===== src/rtl/clk_en_sched_pkg.sv =====
// clk_en_sched shared types.
// FSM state encoding and cycle-counter width.
package clk_en_sched_pkg;

  typedef enum logic [1:0] {
    IDLE,
    RUN,
    FINISH
  } sched_state_t;

  localparam int RUN_W = 8;

endpackage


===== src/rtl/clk_en_div.sv =====
// Divide-by-div_l tick generator.
// Emits tick on the last cycle of each divide period.
module clk_en_div
  import clk_en_sched_pkg::*;
#(
  parameter int DIV_W = 4
) (
  input  logic             clk,
  input  logic             rst,
  input  logic             clr,
  input  logic             run,
  input  logic [DIV_W-1:0] div_l,
  output logic             tick
);

  logic [DIV_W-1:0] r_div_cnt;
  logic             w_wrap;

  assign w_wrap = (r_div_cnt == div_l - DIV_W'(1));
  assign tick   = run && w_wrap;

  always_ff @(posedge clk or posedge rst) begin
    if (rst) begin
      r_div_cnt <= '0;
    end else if (clr) begin
      r_div_cnt <= '0;
    end else if (run) begin
      r_div_cnt <= w_wrap ? '0 : r_div_cnt + DIV_W'(1);
    end
  end

endmodule


===== src/rtl/clk_en_sched.sv =====
// Clock-enable scheduler: emulated sub-clock with rise/fall strobes,
// event counter and sticky all-ones detector, bounded run length.
module clk_en_sched
  import clk_en_sched_pkg::*;
#(
  parameter int DIV_W   = 4,
  parameter int CNT_W   = 2,
  parameter int RUN_LEN = 10
) (
  input  logic             clk,
  input  logic             rst,
  input  logic [DIV_W-1:0] cfg_div,
  input  logic             start,
  input  logic             stop,
  output logic             busy,
  output logic             sub_phase,
  output logic             rise_en,
  output logic             fall_en,
  output logic [CNT_W-1:0] evt_cnt,
  output logic             all_ones,
  output logic             done
);

  sched_state_t     r_state;
  logic [DIV_W-1:0] r_div_l;
  logic [RUN_W-1:0] r_cyc_cnt;
  logic             r_busy;
  logic             r_phase;
  logic             r_rise;
  logic             r_fall;
  logic [CNT_W-1:0] r_evt;
  logic             r_all;
  logic             r_done;

  logic w_start;
  logic w_run;
  logic w_tick;
  logic w_last;

  assign w_start = (r_state == IDLE) && start;
  assign w_run   = (r_state == RUN);
  assign w_last  = (r_cyc_cnt == RUN_W'(RUN_LEN - 1));

  clk_en_div #(
    .DIV_W(DIV_W)
  ) u_div (
    .clk  (clk),
    .rst  (rst),
    .clr  (w_start),
    .run  (w_run),
    .div_l(r_div_l),
    .tick (w_tick)
  );

  always_ff @(posedge clk or posedge rst) begin
    if (rst) begin
      r_state   <= IDLE;
      r_div_l   <= '0;
      r_cyc_cnt <= '0;
      r_busy    <= 1'b0;
      r_phase   <= 1'b0;
      r_rise    <= 1'b0;
      r_fall    <= 1'b0;
      r_evt     <= '0;
      r_all     <= 1'b0;
      r_done    <= 1'b0;
    end else begin
      r_rise <= 1'b0;
      r_fall <= 1'b0;
      r_done <= 1'b0;
      unique case (r_state)
        IDLE: begin
          if (start) begin
            r_div_l   <= (cfg_div == '0) ? DIV_W'(1) : cfg_div;
            r_cyc_cnt <= '0;
            r_phase   <= 1'b0;
            r_evt     <= '0;
            r_all     <= 1'b0;
            r_busy    <= 1'b1;
            r_state   <= RUN;
          end
        end
        RUN: begin
          r_cyc_cnt <= r_cyc_cnt + RUN_W'(1);
          // detector reads the pre-edge count
          if (w_tick) begin
            r_phase <= ~r_phase;
            if (!r_phase) begin
              r_rise <= 1'b1;
              if (&r_evt) r_all <= 1'b1;
            end else begin
              r_fall <= 1'b1;
              r_evt  <= r_evt + CNT_W'(1);
            end
          end
          if (stop) begin
            r_busy  <= 1'b0;
            r_state <= IDLE;
          end else if (w_last) begin
            r_done  <= 1'b1;
            r_state <= FINISH;
          end
        end
        FINISH: begin
          r_busy  <= 1'b0;
          r_state <= IDLE;
        end
        default: r_state <= IDLE;
      endcase
    end
  end

  assign busy      = r_busy;
  assign sub_phase = r_phase;
  assign rise_en   = r_rise;
  assign fall_en   = r_fall;
  assign evt_cnt   = r_evt;
  assign all_ones  = r_all;
  assign done      = r_done;

endmodule


===== config.mk =====
export PLATFORM = sky130hd
export DESIGN_NAME = clk_en_sched
export DESIGN_NICKNAME = d
export VERILOG_FILES = /design/src/rtl/clk_en_sched_pkg.sv /design/src/rtl/clk_en_div.sv /design/src/rtl/clk_en_sched.sv
export SDC_FILE = /design/constraint.sdc
export NUM_CORES = 1
export LEC_CHECK = 0
export CORE_MARGIN = 5
export CORE_UTILIZATION = 40
export DETAILED_ROUTE_END_ITERATION = 12
export PLACE_DENSITY = 0.6
export SLEW_MARGIN = 20
export SYNTH_ARGS = -nofsm -noshare
export SYNTH_HDL_FRONTEND = slang
export SYNTH_SLANG_ARGS = --single-unit

===== constraint.sdc =====
create_clock -name clk -period 1.54 [get_ports clk]
set_input_delay 0.154 -clock clk [delete_from_list [all_inputs] [get_ports clk]]
set_output_delay 0.154 -clock clk [all_outputs]
set_load 0.02 [all_outputs]

# After elaboration in Yosys (flattened, before gate mapping)
# Cells that the tools add are included.
[classes]
n_reduce_logical = 15
n_eq_ne = 11
muxes = 33
addsub = 4
bitwise = 1
[ops]
columns = ["operator", "n"]
rows = [
  ["$mux W1", 16],
  ["$mux W4", 4],
  ["$pmux W8 S2", 1],
  ["$mux W2", 6],
  ["$ne A2 B2 Y1 const B", 6],
  ["$add A8 B1 Y8 const B", 1],
  ["$eq A8 B4 Y1 const B", 1],
  ["$mux W8", 1],
  ["$pmux W2 S2", 2],
  ["$reduce_and A2 Y1", 4],
  ["$reduce_and A3 Y1", 2],
  ["$reduce_and A5 Y1", 1],
  ["$add A4 B1 Y4 const B", 1],
  ["$eq A4 B4 Y1", 1],
  ["$logic_not A4 Y1", 1],
  ["$pmux W1 S2", 2],
  ["$reduce_and A4 Y1", 1],
  ["$reduce_bool A2 Y1", 2],
  ["$sub A4 B1 Y4 const B", 1],
  ["$ne A3 B3 Y1 const B", 1],
  ["$pmux W1 S3", 1],
  ["$reduce_bool A3 Y1", 1],
  ["$add A2 B1 Y2 const B", 1],
  ["$eq A2 B1 Y1 const B", 1],
  ["4 further kinds", 5],
]
[totals]
out_inout_bits = 8
input_bits = 8
regBits = 26

# Logic depth before layout (Yosys ltp)
[logic_depth]
depth_word = 5
mapped_depth = 7
ltp_nobuf = 6

# Cells and area by module
# Synthesis repeated with hierarchy kept, for this count alone.
[hier_totals]
hier_cells = 150
hier_area_um2 = 1496.4
[by_module_without_submodules]
columns = ["module", "seq_area_each_um2", "n_inst", "area_per_inst_um2", "cells_each"]
rows = [
  ["clk_en_sched", 550.5, 1, 1186.1, 121],
  ["clk_en_div", 100.1, 1, 310.3, 29],
]

# Worst setup path after synthesis
# OpenSTA, ideal clock, no wires.
[synth_path]
path_kind = "reg-to-reg"
from = "reg r_state[0]"
to = "reg r_cyc_cnt[2]"
setup_time_ps = 121
path_stages_with_launch = 7
path_buffers = 0
slack_ps = -150
arrival_ps = 1569
t_required_ps = 1419
path_cell_list = "dfrtp_1 inv_1 ha_1 mux2i_2 nor2_1 mux2_2 a22o_1"
[synth_via]
elab_chain_cells = 3
elab_cells_between_ends = 6
[synth_lines]
columns = ["element", "line_no", "source"]
rows = [
  ["start: declaration", "clk_en_sched.sv:24", "sched_state_t r_state;"],
  ["start signal: assignment", "clk_en_sched.sv:57", "r_state <= IDLE;"],
  ["start signal: assignment", "clk_en_sched.sv:80", "r_state <= RUN;"],
  ["start signal: assignment", "clk_en_sched.sv:98", "r_state <= IDLE;"],
  ["$eq A2 B1 Y1 / $logic_not A2 Y1 (equally long branches)", "clk_en_sched.sv:71", "unique case (r_state)"],
  ["$reduce_bool A2 Y1 (no line) / $ne A2 B2 Y1 (equally long branches)", "--", ""],
  ["$reduce_and A2 Y1 (no line)", "--", ""],
  ["end signal: assignment", "clk_en_sched.sv:84", "r_cyc_cnt <= r_cyc_cnt + RUN_W'(1);"],
  ["end: declaration", "clk_en_sched.sv:26", "logic [RUN_W-1:0] r_cyc_cnt;"],
]
# Parallel ways exist; a longest one is shown, timed or not.
# A chain may end at the register's enable or synchronous reset.

# Worst setup path in the final report
[layout_path]
from = "reg r_cyc_cnt[1]"
to = "reg r_state[0]"
[layout_via]
elab_chain_cells = 3
[layout_lines]
columns = ["element", "line_no", "source"]
rows = [
  ["$eq A8 B4 Y1", "clk_en_sched.sv:42", "assign w_last = (r_cyc_cnt == RUN_W'(RUN_LEN - 1));"],
  ["$ne A3 B3 Y1 (no line)", "--", ""],
  ["$reduce_and A2 Y1 (no line)", "--", ""],
]
# No other way between the ends.

==> impl_metrics.env <==
export IMPL_final_cell_count_no_fill=235
export IMPL_first_iter_violations=43
export IMPL_drcViolationCount=0
export IMPL_synthCells=145
export IMPL_hold_buffers=0
export IMPL_rows=22
export IMPL_post_synth_main_area_contributors="sky130_fd_sc_hd__dfrtp_1 45%, sky130_fd_sc_hd__ha_1 6.9%, sky130_fd_sc_hd__nand2_1 4.1%, sky130_fd_sc_hd__o21ai_0 3.4%, sky130_fd_sc_hd__xnor2_1 2.4%"
export IMPL_gp_congestion=0.801
export IMPL_drt_vias_per_instance=5.16
export IMPL_cts_max_path_buffers=2
export IMPL_finish_utilization_pct=59.5
export IMPL_p_clk_share_pct=9.9
export IMPL_timing_fmax_ghz=0.597
export IMPL_post_route_cells_drive_above_1_share_pct=40.1
export IMPL_criticalPathCategory="reg -> reg"
export IMPL_switchingPower_w=0.00155
export IMPL_synth_cell_types=42
export IMPL_post_route_worst_setup_slack_ps=-136
export IMPL_path_max_fanout=4
export IMPL_clock_skew_ps=2.14
export IMPL_antenna_violating_nets_post_route=0
export IMPL_clock_tree_root_cell="sky130_fd_sc_hd__clkbuf_8"
export IMPL_synth_top_cells_by_count="26 x sky130_fd_sc_hd__dfrtp_1, 16 x sky130_fd_sc_hd__nand2_1, 10 x sky130_fd_sc_hd__o21ai_0, 9 x sky130_fd_sc_hd__nor2_1"
export IMPL_grt_first_pass_wirelength_um=5840
export IMPL_routed_via_count=1213
export IMPL_setup_repair_after_global_routing_missed_its_margin="yes"
export IMPL_synth_most_common_cell="sky130_fd_sc_hd__dfrtp_1"
export IMPL_place_hpwl_um=2430
export IMPL_number_of_antenna_violations_at_the_first_check_in_global_routing=0
export IMPL_insertedDiodeCount=0
export IMPL_synth_yosys_seq_area_share_pct=44.6
export IMPL_critical_path_arrival_ps=1870
export IMPL_tritoncts_buffers=3
export IMPL_crit_path_start="r_cyc_cnt[1]"
export IMPL_endpoint="r_state[0]"
export IMPL_routedWlPerCell_um=14.3
export IMPL_syn_mean_instance_area_um2=10.1
export IMPL_worst_r2r_path_depth=6
export IMPL_synth_enable_flop_cells=0
export IMPL_final_hold_viol_count=0
export IMPL_failed_checks="negative setup slack"
export IMPL_routed_wirelength_um=3370
export IMPL_port_buffer_count=15
export IMPL_tightest_slew_ps=366
export IMPL_worst_r2r_startpoint="r_cyc_cnt[1]"
export IMPL_tritoncts_clock_tree="done"
export IMPL_setup_viol=9
export IMPL_critPathLaunchType="register"
export IMPL_synth_cell_area_um2=1460
export IMPL_ys_warn_count=0
export IMPL_postSynthRegisterBits=26
export IMPL_chipHeight_um=70.4
export IMPL_floorplan_die_width_um=70.4
export IMPL_fin_area_um2=2150
export IMPL_async_reset_ff_share_pct=100
export IMPL_grt_overflow=0
export IMPL_pre_cts_ws_ps=-133
export IMPL_slew_limit_headroom_pct=75.5
export IMPL_aggregate_global_route_resource_usage_pct=14.6
export IMPL_detailedRoute_firstPassIterationCount=4
export IMPL_fin_crit_sh_pct=109
export IMPL_timing_final_max_slew_violations=0
export IMPL_p_int_w=0.00225
export IMPL_hold_worst_slack_ps=241
export IMPL_setup_worst_path_end_class="register"
export IMPL_areaGrowthSynthToFinish_pct=47.3
export IMPL_ir_drop_mv=0.916
export IMPL_clock_latency_of_the_later_clocked_register_in_the_worst_skew_pair_ps=260
export IMPL_leakage_nw=0.949
export IMPL_synth_top_area_share_pct=44.6
export IMPL_maxCapViolCount=0
export IMPL_synth_largest_area_cell="sky130_fd_sc_hd__dfrtp_1"
export IMPL_start_util_pct=40.4
export IMPL_clock_sink_count=26
export IMPL_pin_count_of_the_biggest_net_entering_global_routing=27
export IMPL_layout_min_cycle_time_ps=1680
export IMPL_floorplan_io_pins=16
export IMPL_first_global_vias=1281
export IMPL_r2r_slack_ps=-140
export IMPL_power_frac_comb_pct=63.7
export IMPL_ctsHtreeMaxLevel=1
export IMPL_dpl_cell_count=229
export IMPL_switching_share_pct=40.8
export IMPL_worst_ep_required_time_ps=1740
export IMPL_ys_flop_type="sky130_fd_sc_hd__dfrtp_1"
export IMPL_syn_nets=161
export IMPL_layout_nets=205
export IMPL_p_seq_share_pct=26.4
export IMPL_status="finished, violations left"
export IMPL_core_area_um2=3610
export IMPL_power_density_nw_per_um2=1770
export IMPL_design_die_area_um2=4950
export IMPL_cts_clk_slew_worst_paths_ps=90
export IMPL_dpl_cell_area_um2=1860
export IMPL_worstHoldPathType="in -> async"
export IMPL_critical_path_reg2reg_endpoint="r_state[0]"
==> registers in the layout, indices dropped and copies added, names as in the netlist <==
signal / cells
all_ones: 1
busy: 1
done: 1
evt_cnt: 2
fall_en: 1
r_cyc_cnt: 8
r_div_l: 4
r_state: 2
rise_en: 1
sub_phase: 1
u_div.r_div_cnt: 4
==> layout by cell type, fill, tap and decap left out, types with 2 or more instances in the layout <==
master | netlist | layout
sky130_fd_sc_hd__nand2_1 | 16 | 13
sky130_fd_sc_hd__a31oi_1 | 2 | 2
sky130_fd_sc_hd__mux2_2 | 3 | 2
sky130_fd_sc_hd__and3_1 | 5 | 4
sky130_fd_sc_hd__a21oi_1 | 6 | 4
sky130_fd_sc_hd__a221o_1 | 2 | 2
sky130_fd_sc_hd__o21ai_1 | 1 | 3
sky130_fd_sc_hd__clkdlybuf4s50_1 | 0 | 13
sky130_fd_sc_hd__clkbuf_8 | 0 | 3
sky130_fd_sc_hd__dfrtp_1 | 26 | 26
sky130_fd_sc_hd__buf_4 | 0 | 23
sky130_fd_sc_hd__nor2_1 | 9 | 7
sky130_fd_sc_hd__nand2_2 | 0 | 3
sky130_fd_sc_hd__ha_4 | 0 | 3
sky130_fd_sc_hd__nand2b_1 | 4 | 3
sky130_fd_sc_hd__nor2b_1 | 2 | 2
sky130_fd_sc_hd__nor2_4 | 0 | 2
sky130_fd_sc_hd__buf_6 | 0 | 6
sky130_fd_sc_hd__nor3_4 | 0 | 2
sky130_fd_sc_hd__ha_1 | 8 | 5
sky130_fd_sc_hd__a21oi_2 | 0 | 2
sky130_fd_sc_hd__inv_1 | 8 | 4
sky130_fd_sc_hd__nand3_1 | 4 | 4
sky130_fd_sc_hd__inv_2 | 0 | 4
sky130_fd_sc_hd__o21ai_0 | 10 | 5
sky130_fd_sc_hd__xor2_2 | 0 | 3
sky130_fd_sc_hd__o211ai_1 | 3 | 3
sky130_fd_sc_hd__o21ai_2 | 0 | 3
sky130_fd_sc_hd__xnor2_1 | 4 | 2
==> cells by family after synthesis <==
| logic type | after synthesis | synth area share (%) |
|---|---|---|
| AOI/OAI and AO/OA | 32 | 15.0 |
| xor gates and xnor gates | 8 | 5.75 |
| adders and majority gates | 8 | 6.87 |
| buffers and inverters | 13 | 3.43 |
| DFF | 26 | 44.6 |
| muxes | 4 | 3.26 |
| and+or+nand+nor | 54 | 21.0 |
==> timing repair <==
item,CTS,global route
pin swaps,9,19
resized for setup,28,24
setup buffers,1,2
setup endpoints to repair,18,23
gates cloned,0,0
==> per-layer routing <==
layer | wire, µm | part of all wire, % | global-route usage [%] | vias up
met1 | 1470 | 44 | 18.5 | 598
met5 | 0 | 0 | 0 | -
met4 | 19 | 0.56 | 3.19 | 0
li1 | - | - | - | 599
met3 | 81 | 2.4 | 2.16 | 2
met2 | 1800 | 53 | 26.2 | 14
==> stage by stage <==
stage | total power, W | TNS (ps)
floorplan | 0.00204 | -168
global placement | 0.00272 | -495
detailed placement | 0.00278 | -884
CTS | 0.00353 | -543
global route | 0.00411 | -1880
finish | 0.00380 | -477
==> final cells by class <==
cell class	instances	area [µm²]
timing repair buffer	44	392
sequential	26	651
tap	48	60.1
fill	304	1460
clock buffer	3	41.3
multi-input combinational	106	973
inverter	8	30.0
==> power groups by stage <==
stage	combinational, W	clock (W)	sequential [W]
final	0.00242	0.000375	0.00101
after detailed placement	0.00179	0	0.000988
after global routing	0.00264	0.000441	0.00103
after floorplan	0.00102	0	0.00102
after global placement	0.00174	0	0.000983
after CTS	0.00214	0.000392	0.000999
==> worst min path at each step <==
| stage | start | end | slack (ps) |
|---|---|---|---|
| 2_1_floorplan | rst | all_ones | 190 |
| 3_3_place_gp | busy | busy | 490 |
| 3_5_place_dp | busy | busy | 500 |
| 4_1_cts | rst | r_div_l[3] | 260 |
| 5_1_grt | rst | u_div.r_div_cnt[1] | 280 |
| 6_report | rst | r_state[1] | 240 |
==> worst max-delay path, stage by stage (launching register included) <==
cell and delay, ps:
sky130_fd_sc_hd__dfrtp_1 390, sky130_fd_sc_hd__inv_1 60, sky130_fd_sc_hd__ha_1 120, sky130_fd_sc_hd__or4b_4 470, sky130_fd_sc_hd__nor4b_4 310, sky130_fd_sc_hd__o21ai_1 130, sky130_fd_sc_hd__a2bb2oi_2 140
No activity file was read; power rests on OpenSTA's default activity.
